## src/rtl/reg_file_access_sequencer.sv

```systemverilog
// Sequences register-file accesses: operand pair reads, single writes, and X/Y/Z pointer updates.
// Response comes 1-4 cycles after accept. req_ready is high only in IDLE. Pointer high-byte writes are skipped when the byte does not change.
module reg_file_access_sequencer #(
  parameter int DATA_WIDTH   = 8,
  parameter int R_ADDR_WIDTH = 5,
  parameter int XL_ADDR      = 26,
  parameter int YL_ADDR      = 28,
  parameter int ZL_ADDR      = 30
) (
  input  logic                    clk,
  input  logic                    reset,
  input  logic                    req_valid,
  output logic                    req_ready,
  input  logic [1:0]              req_kind,
  input  logic [1:0]              req_ptr,
  input  logic [1:0]              req_mode,
  input  logic [R_ADDR_WIDTH-1:0] req_rd,
  input  logic [R_ADDR_WIDTH-1:0] req_rr,
  input  logic [DATA_WIDTH-1:0]   req_wdata,
  output logic                    resp_valid,
  output logic                    resp_err,
  output logic [DATA_WIDTH-1:0]   rd_value,
  output logic [DATA_WIDTH-1:0]   rr_value,
  output logic [2*DATA_WIDTH-1:0] ptr_addr,
  output logic [R_ADDR_WIDTH-1:0] rd_addr,
  output logic [R_ADDR_WIDTH-1:0] rr_addr,
  output logic                    rd_cs,
  output logic                    rd_we,
  output logic                    rd_oe,
  output logic                    rr_cs,
  output logic                    rr_oe,
  output logic [DATA_WIDTH-1:0]   rd_wdata,
  input  logic [DATA_WIDTH-1:0]   rd_rdata,
  input  logic [DATA_WIDTH-1:0]   rr_rdata
);

  localparam int PW = 2 * DATA_WIDTH;

  localparam logic [1:0] K_READ  = 2'b00;
  localparam logic [1:0] K_WRITE = 2'b01;
  localparam logic [1:0] K_PTR   = 2'b10;
  localparam logic [1:0] M_NONE  = 2'b00;
  localparam logic [1:0] M_INC   = 2'b01;
  localparam logic [1:0] M_DEC   = 2'b10;

  typedef enum logic [2:0] {IDLE, FETCH, WLO, WHI, WRITE, RESP} state_t;

  state_t                  state_q, state_d;
  logic [1:0]              kind_q, ptr_q, mode_q;
  logic [R_ADDR_WIDTH-1:0] rd_q, rr_q;
  logic [DATA_WIDTH-1:0]   wdata_q;
  logic                    err_q;
  logic [PW-1:0]           n_q;
  logic                    hi_chg_q;
  logic [DATA_WIDTH-1:0]   rd_value_q, rr_value_q;
  logic [PW-1:0]           ptr_addr_q;

  logic                    accept;
  logic                    illegal;
  logic [R_ADDR_WIDTH-1:0] lo_addr, hi_addr;
  logic [PW-1:0]           p_cur, n_cur;

  assign accept  = req_valid && (state_q == IDLE);
  assign illegal = (req_kind == 2'b11) ||
                   ((req_kind == K_PTR) && ((req_ptr == 2'b11) || (req_mode == 2'b11)));

  always_comb begin
    case (ptr_q)
      2'b00:   lo_addr = R_ADDR_WIDTH'(XL_ADDR);
      2'b01:   lo_addr = R_ADDR_WIDTH'(YL_ADDR);
      default: lo_addr = R_ADDR_WIDTH'(ZL_ADDR);
    endcase
  end
  assign hi_addr = lo_addr + R_ADDR_WIDTH'(1);

  // Pointer halves arrive on both ports in the same FETCH cycle.
  assign p_cur = {rr_rdata, rd_rdata};
  always_comb begin
    case (mode_q)
      M_INC:   n_cur = p_cur + PW'(1);
      M_DEC:   n_cur = p_cur - PW'(1);
      default: n_cur = p_cur;
    endcase
  end

  always_comb begin
    state_d  = state_q;
    rd_addr  = '0;
    rr_addr  = '0;
    rd_cs    = 1'b0;
    rd_we    = 1'b0;
    rd_oe    = 1'b0;
    rr_cs    = 1'b0;
    rr_oe    = 1'b0;
    rd_wdata = '0;
    case (state_q)
      IDLE: begin
        if (req_valid) begin
          if (illegal)                 state_d = RESP;
          else if (req_kind == K_WRITE) state_d = WRITE;
          else                         state_d = FETCH;
        end
      end
      FETCH: begin
        rd_cs = 1'b1;
        rd_oe = 1'b1;
        rr_cs = 1'b1;
        rr_oe = 1'b1;
        if (kind_q == K_READ) begin
          rd_addr = rd_q;
          rr_addr = rr_q;
        end else begin
          rd_addr = lo_addr;
          rr_addr = hi_addr;
        end
        state_d = ((kind_q == K_PTR) && (mode_q != M_NONE)) ? WLO : RESP;
      end
      WLO: begin
        rd_cs    = 1'b1;
        rd_we    = 1'b1;
        rd_addr  = lo_addr;
        rd_wdata = n_q[DATA_WIDTH-1:0];
        state_d  = hi_chg_q ? WHI : RESP;
      end
      WHI: begin
        rd_cs    = 1'b1;
        rd_we    = 1'b1;
        rd_addr  = hi_addr;
        rd_wdata = n_q[PW-1:DATA_WIDTH];
        state_d  = RESP;
      end
      WRITE: begin
        rd_cs    = 1'b1;
        rd_we    = 1'b1;
        rd_addr  = rd_q;
        rd_wdata = wdata_q;
        state_d  = RESP;
      end
      RESP:    state_d = IDLE;
      default: state_d = IDLE;
    endcase
  end

  always_ff @(posedge clk or posedge reset) begin
    if (reset) begin
      state_q    <= IDLE;
      kind_q     <= '0;
      ptr_q      <= '0;
      mode_q     <= '0;
      rd_q       <= '0;
      rr_q       <= '0;
      wdata_q    <= '0;
      err_q      <= 1'b0;
      n_q        <= '0;
      hi_chg_q   <= 1'b0;
      rd_value_q <= '0;
      rr_value_q <= '0;
      ptr_addr_q <= '0;
    end else begin
      state_q <= state_d;
      if (accept) begin
        kind_q  <= req_kind;
        ptr_q   <= req_ptr;
        mode_q  <= req_mode;
        rd_q    <= req_rd;
        rr_q    <= req_rr;
        wdata_q <= req_wdata;
        err_q   <= illegal;
      end
      if (state_q == FETCH) begin
        if (kind_q == K_READ) begin
          rd_value_q <= rd_rdata;
          rr_value_q <= rr_rdata;
        end else begin
          n_q        <= n_cur;
          hi_chg_q   <= (n_cur[PW-1:DATA_WIDTH] != p_cur[PW-1:DATA_WIDTH]);
          ptr_addr_q <= (mode_q == M_DEC) ? n_cur : p_cur;
        end
      end
    end
  end

  assign req_ready  = (state_q == IDLE);
  assign resp_valid = (state_q == RESP);
  assign resp_err   = (state_q == RESP) && err_q;
  assign rd_value   = rd_value_q;
  assign rr_value   = rr_value_q;
  assign ptr_addr   = ptr_addr_q;

endmodule

```

## config.mk

```make
export PLATFORM = sky130hd
export DESIGN_NAME = reg_file_access_sequencer
export DESIGN_NICKNAME = d
export VERILOG_FILES = /design/src/rtl/reg_file_access_sequencer.sv
export SDC_FILE = /design/constraint.sdc
export NUM_CORES = 1
export LEC_CHECK = 0
export ABC_AREA = 1
export ABC_CLOCK_PERIOD_IN_PS = 2500
export CORE_MARGIN = 2
export CORE_UTILIZATION = 40
export CTS_CLUSTER_DIAMETER = 50
export CTS_CLUSTER_SIZE = 16
export DETAILED_ROUTE_END_ITERATION = 12
export HOLD_SLACK_MARGIN = 0.1
export PLACE_DENSITY = 0.78
export SLEW_MARGIN = 15
export SYNTH_ARGS = -nofsm -noshare
export SYNTH_HDL_FRONTEND = slang
export SYNTH_SLANG_ARGS = --single-unit
```

## constraint.sdc

```tcl
create_clock -name clk -period 2.5 [get_ports clk]
set_input_delay 0.5 -clock clk [delete_from_list [all_inputs] [get_ports clk]]
set_output_delay 0.5 -clock clk [all_outputs]
set_load 0.03 [all_outputs]
```

Yosys cells after proc, flatten, opt, wreduce, memory -nomap -nowiden
Index checks and enable logic that the tools add are counted.

Register bits after elaboration: 77.

Add/subtract/negate cells: 3. Equality and inequality tests: 16. Mux-type cells: 17. Bitwise gates (word level): 1. Reduce and logical (&&, ||, !) cells: 15.

Operators with widths (number): one-hot mux 16 bit (2 select lines) (1); one-hot mux 8 bit (3 select lines) (1); one-hot mux 5 bit (4 select lines) (1); adder 16 x 1 -> 16 bit (second input constant) (1); two-way mux 16 bit (1); subtractor 16 x 1 -> 16 bit (second input constant) (1); two-way mux 3 bit (5); two-way mux 5 bit (3); == test 2 bit (second input constant) (6); one-hot mux 3 bit (4 select lines) (1); != test 8 bit (1); == test 2 x 1 -> 1 bit (second input constant) (3); == test 3 x 2 -> 1 bit (second input constant) (2); == test 3 bit (second input constant) (2); one-hot mux 3 bit (2 select lines) (1); adder 5 x 1 -> 5 bit (second input constant) (1); logical AND 1 bit (4); logical NOT 2 bit (2); AND reduction 2 bit (2); OR reduction 4 bit (1); == test 3 x 1 -> 1 bit (second input constant) (1); logical NOT 3 bit (1); two-way mux 1 bit (3); OR reduction 3 bit (1); other kinds (5) (6).

Depth between registers and ports, before layout
Gate-level depths: netlist of the first run.

Depth in word-level cells: 7. Mapped depth: 20. Gate-level depth less buffers: 18.

Worst setup path after synthesis of the first run
OpenSTA, ideal clock, no wires.

Kind: reg-to-output. From: reg state_q[1]. To: out rr_addr[1]. Arrival time: 1.888 ns. Required time: 2.000 ns. Path slack: 0.112 ns. Cell stages (with the launch flop): 7. Path buffers: 1. Path through: dfrtp_1 nor2_1 nand2_1 inv_1 nand2_1 clkbuf_1 o22ai_1.

Word-level cells in the longest chain between the ends: 2.

RTL lines: from (decl) (line 48) `state_t state_q, state_d;`; from (signal assigned) (line 160) `state_q <= state_d;`; == test 3 x 1 -> 1 bit (line 96) `case (state_q)`; two-way mux 5 bit (line 96); to (decl) (line 26) `output logic [R_ADDR_WIDTH-1:0] rr_addr,`.

No other way between the ends.

Final worst setup path of the first run
From: reg state_q[1]. To: out rr_addr[4].

The elaborated chain is that of the path after synthesis.

==> results of run 1 <==
## metrics by stage
step | instance area [µm²] | total power, µW | hold WS [ns]
finish | 6790 | 9790 | 0.477
global route | 6790 | 10500 | 0.500
CTS | 6650 | 9550 | 0.478
detailed placement | 6400 | 8430 | 0.465
global placement | 6400 | 8340 | 0.453
floorplan | 4850 | 6190 | 0.442
## layer usage
metal	track usage	routed length, µm	vias up
li1	-	-	2518
met1	0.307	6630	2291
met2	0.344	6500	167
met3	0.0318	816	18
met4	0.0732	226	0
met5	0	0	-
## cell families (layout without fill, tap and decap cells)
| family | Yosys count | in the layout | synth area share |
|---|---|---|---|
| and+or+nand+nor | 359 | 359 | 0.315 |
| AOI/OAI and AO/OA | 129 | 129 | 0.154 |
| buffers and inverters | 111 | 265 | 0.0969 |
| DFF | 77 | 77 | 0.397 |
| xor gates and xnor gates | 10 | 10 | 0.0219 |
| adders and majority gates | 5 | 5 | 0.0129 |
| muxes | 1 | 1 | 0.00232 |
## timing repair
| action | in CTS | in global routing |
|---|---|---|
| buffers inserted | 0 | 2 |
| gates cloned | 0 | 1 |
| endpoints found under the setup margin | 4 | 34 |
| pin swaps | 0 | 11 |
| resized for setup | 5 | 31 |
## worst min-delay path: stages, from the launching register on
cell and delay, ns:
dfrtp_1 0.34, nand2_1 0.06, nand2_1 0.05
## state kept, by name, summed over array words and instances, names as in the netlist
signal    cells
err_q         1
state_q       3
hi_chg_q      1
rd_q          5
rr_value      8
rd_value      8
mode_q        2
ptr_q         2
wdata_q       8
kind_q        2
rr_q          5
n_q          16
ptr_addr     16
## placed cells by master (no fill, tap or decap), types with 7 or more instances in the layout
| cell type | n |
|---|---|
| nand3_1 | 33 |
| clkbuf_16 | 10 |
| dfrtp_1 | 77 |
| o21ai_1 | 7 |
| inv_1 | 76 |
| buf_4 | 75 |
| clkdlybuf4s50_1 | 81 |
| o211ai_1 | 10 |
| nand2_1 | 225 |
| nor2_1 | 43 |
| a21oi_1 | 13 |
| nor2_2 | 14 |
| nand2_2 | 21 |
| o21ai_0 | 70 |
## report_power, final
| part | total [µW] | internal [µW] | switching [µW] |
|---|---|---|---|
| Sequential | 2230 | 1880 | 350 |
| Clock | 1110 | 644 | 463 |
| Combinational | 6460 | 2490 | 3970 |
| Total | 9790 | 5010 | 4780 |
## final cells by class
class                      count  area share
tap                          147      0.0271
clock inverter                 3     0.00258
sequential                    77       0.284
timing repair buffer         170       0.233
clock buffer                   9      0.0332
multi-input combinational    504       0.373
inverter                      83      0.0472
## how the worst max path moves through the flow
stage                start          end  slack [ns]  depth (start not counted)
3_3_place_gp   rd_rdata[1]  ptr_addr[4]       -0.08                         15
4_1_cts         state_q[2]        rd_we       0.008                          6
3_5_place_dp   rd_rdata[1]  ptr_addr[4]       -0.13                         15
5_1_grt          mode_q[1]  ptr_addr[8]       -0.03                         18
6_report        state_q[1]   rr_addr[4]        0.08                          5
2_1_floorplan        reset        err_q        0.03                          1
==> qor.csv, run 1 <==
metric,value,unit
P per Cell Area,1440,nW/µm²
clk sinks,77,
Post-Layout Cell Count,993,
footprint of the multi-input gates,2530,µm²
Rows,40,
Hold Startpoint,wdata_q[7],
synth warn,0,
Syn Area/Cell,7.01,µm²
"top cells by area, synth","dfrtp_1 40%, nand2_1 18%, o21ai_0 7.4%",
Routed WL,14200,µm
CP max-delay cell,clkdlybuf4s50_1,
Setup Viol. Count Final,0,
total track usage,0.217,
first-pass detailed-route iteration total,5,
reg2reg end,ptr_addr[8],
share of layout cells above drive strength 1,0.189,
"Seq/Total Area, Yosys",0.397,
CTS root buffer,clkbuf_16,
DP Worst Slack,-0.129,ns
Layout Nets,893,
relative slew slack,0.666,
synth cell count leaders,"231 x nand2_1, 79 x inv_1, 77 x dfrtp_1",
Setup TNS Final,0,ns
CTS Buf Count,9,
post-synth top area cell,dfrtp_1,
RSZ-0062 raised after global routing,yes,
placed cells,978,
top cell type's share of synthesized area,0.397,
first-pass GRT wire length,22600,µm
Leak,0.00340,µW
clock slew at reported path FFs,0.06,ns
Vias,4994,
actual slew at the worst max-slew pin,0.501,ns
GP Congestion,0.961,
cts-stage hold buffer count,0,
hold worst-path end,wdata_q[7],
synthesis-to-finish area growth,39.9,%
FF-to-FF Start,mode_q[1],
Post-Syn Area,4850,µm²
Storage cell area,1930,µm²
clk buf depth,2,
#FFs+latches synth,77,
Worst Slack Setup Final,0.0798,ns
DIE AREA,13000,µm²
Startpoint Class,flip-flop,
Synth async-reset ratio,1.00,
crit-path max FO,7,
Final ANT Viol Nets,0,
initial antenna violation count,0,
status,finished clean,
vias per cell,5.03,
ys flop type,dfrtp_1,
Core Area,11900,µm²
critical path capture point type,output pin,
"most used cell, CP",nor2_1,
reg2reg path depth,18,
fillers,1098,
HP Class,flip-flop to flip-flop,
Post-DP HPWL,10600,µm
antenna cells,0,
total number of H-tree levels,3,
critical-path cell list,nor2_1 > nand2_1 > buf_4 > nor2_1 > clkdlybuf4s50_1,
Hold Path Depth,2,
Final Hold Vio Count,0,
CP top delay family,buffers and inverters,
Die W,114,µm
crit path kind,flip-flop to output pin,
worst path required time,2.00,ns
"EDFF count, synth",0,
reg2reg setup slack,0.13,ns
IO Count,101,
library cells used by synthesis,42,
PortBufs,100,
GRT overflow,0,
max frequency,413,MHz
minimum clock period,2.42,ns
max_cap viols,0,
max-slew violations,0,
delay of the slowest critical-path stage,0.67,ns
Setup Skew,0.00692,ns
total nets after synthesis,740,
CTS tree,yes,
worst skew pair latency,0.33,ns
average routed wire per standard cell,14.3,µm
count of buffer and inverter cells on the critical path,2,
crit share post-route,0.968,
Remaining DRCs,0,
fin util,0.570,
Mapped Cells,692,
vias in the first global route,4652,
pin count of the biggest net entering global routing,43,
VDD IR max,0.000517,V
height of the die,114,µm
Initial Util,0.407,
most frequent cell after synthesis,nand2_1,
critical path arrival,1.92,ns
Initial DRC Count,429,
Note: power is estimated with default switching activity, not from simulation.
==> inputs of run 2 (changes only) <==
- ABC_CLOCK_PERIOD_IN_PS: 2500 -> 3100
- PLACE_DENSITY: 0.78 -> 0.76
- clock period: 2.5 -> 3.1 ns (I/O delays scaled with it)
==> run 2 against run 1 <==
Setup slack gained 0.062 ns. Sequential share of layout area grew 1.8 points. Clock skew grew 0.0011 ns. Clock power shrank 5%.
==> qor.csv, run 2 (same netlist as run 1, synthesis figures left out) <==
metric,value,unit
clock slew at reported path FFs,0.06,ns
GRT overflow,0,
Remaining DRCs,0,
critical path arrival,2.34,ns
total number of H-tree levels,3,
clk sinks,77,
crit path kind,flip-flop to output pin,
max frequency,338,MHz
initial antenna violation count,0,
Setup Viol. Count Final,0,
status,finished clean,
postcts setup bufs,0,
P per Cell Area,1210,nW/µm²
worst skew pair latency,0.34,ns
Die W,114,µm
critical-path cell list,nor3_1 > clkinv_1 > o211ai_1 > clkdlybuf4s50_1,
Initial Util,0.407,
cts-stage hold buffer count,0,
DP Worst Slack,0.163,ns
CP max-delay cell,clkdlybuf4s50_1,
GP Congestion,0.977,
relative slew slack,0.627,
fin util,0.536,
delay of the slowest critical-path stage,0.71,ns
critical path capture point type,output pin,
count of buffer and inverter cells on the critical path,2,
total track usage,0.229,
CTS tree,yes,
vias per cell,5.14,
max_cap viols,0,
most frequent cells in the layout,"231 x nand2_1, 95 x clkdlybuf4s50_1, 78 x inv_1, 77 x dfrtp_1, 72 x o21ai_0",
PortBufs,100,
fillers,1129,
Setup Skew,0.00802,ns
CTS root buffer,clkbuf_16,
Core Area,11900,µm²
Post-CTS Resized,0,
crit-path max FO,9,
average routed wire per standard cell,15.0,µm
RSZ-0062 raised after global routing,no,
Worst Slack Setup Final,0.142,ns
actual slew at the worst max-slew pin,0.559,ns
antenna cells,0,
Vias,4885,
placed cells,936,
height of the die,114,µm
synthesis-to-finish area growth,31.5,%
vias in the first global route,4656,
Rows,40,
clk buf depth,2,
Post-Layout Cell Count,951,
"commonest non-fill, non-tap cell in the layout",nand2_1,
Leak,0.00310,µW
Post-DP HPWL,11000,µm
first-pass detailed-route iteration total,5,
minimum clock period,2.96,ns
first-pass GRT wire length,23500,µm
crit share post-route,0.954,
Startpoint Class,flip-flop,
Initial DRC Count,411,
pin count of the biggest net entering global routing,48,
CP top delay family,buffers and inverters,
Final Hold Vio Count,0,
Layout Nets,848,
Setup TNS Final,0,ns
HP Class,flip-flop to flip-flop,
worst path required time,2.48,ns
share of layout cells above drive strength 1,0.108,
max-slew violations,0,
Routed WL,14300,µm
Final ANT Viol Nets,0,
VDD IR max,0.000438,V
CTS Buf Count,9,
DIE AREA,13000,µm²
IO Count,101,
## run 2: cell count changes in the layout (fill, tap and decap cells not counted), sizes merged
cell	delta
buf	-52
dlygate4sd2	-3
bufinv	+1
clkdlybuf4s50	+14
clkbuf	+2
clkinv	-1
dlymetal6s2s	-3
## run 2: cell type report
class / count / area, µm² / area share
repair buffers: 125 / 1200 / 0.188
inverters: 83 / 312 / 0.0488
well taps: 147 / 184 / 0.0288
flip-flops and latches: 77 / 1930 / 0.302
clock inverters: 3 / 45.0 / 0.00706
clock buffers: 12 / 256 / 0.0402
multi-input cells: 504 / 2460 / 0.385
## run 2: path summary, 6_finish.rpt
kind / start / endpoint / slack [ns] / cells after the start
worst min register to register: wdata_q[6] / wdata_q[6] / 0.47 / 2
worst max register to register: mode_q[0] / ptr_addr[8] / 0.17 / 18
max in group asynchronous: reset / kind_q[0] / 1.66 / 4
min in group asynchronous: reset / n_q[3] / 0.63 / 2
worst max-delay path: state_q[0] / rd_wdata[5] / 0.14 / 4
worst min-delay path: wdata_q[6] / wdata_q[6] / 0.47 / 2
## run 2: per-layer routing
metal | track usage | part of all wire
met2 | 0.360 | 0.45
met3 | 0.0360 | 0.057
met4 | 0.0967 | 0.030
met1 | 0.315 | 0.46
met5 | 0 | 0
## run 2: where the power goes
part / total [µW] / internal, µW / switching (µW)
logic: 4880 / 1750 / 3130
registers: 1790 / 1510 / 277
clock network: 1050 / 662 / 389
## run 2: stage by stage
step	total power, µW	cell area, µm²	hold WS, ns
floorplan	4990	4850	0.442
global placement	6580	6080	0.457
detailed placement	6650	6080	0.464
CTS	7720	6380	0.477
global route	8300	6380	0.502
finish	7720	6380	0.470
## run 2: worst register-to-register path: cells and delay by family (launching register included)
| kind | cells | cell delay [ns] |
|---|---|---|
| and+or+nand+nor | 10 | 0.91 |
| buffers and inverters | 3 | 0.39 |
| DFF | 1 | 0.36 |
| adders and majority gates | 2 | 0.64 |
| AOI/OAI and AO/OA | 2 | 0.25 |
| xor gates and xnor gates | 1 | 0.25 |
==> inputs of run 3 (changes only) <==
- SKIP_CTS_REPAIR_TIMING: not set -> 1
==> results of run 3 <==
Final layout, timing and power as in run 2 (identical DEF).
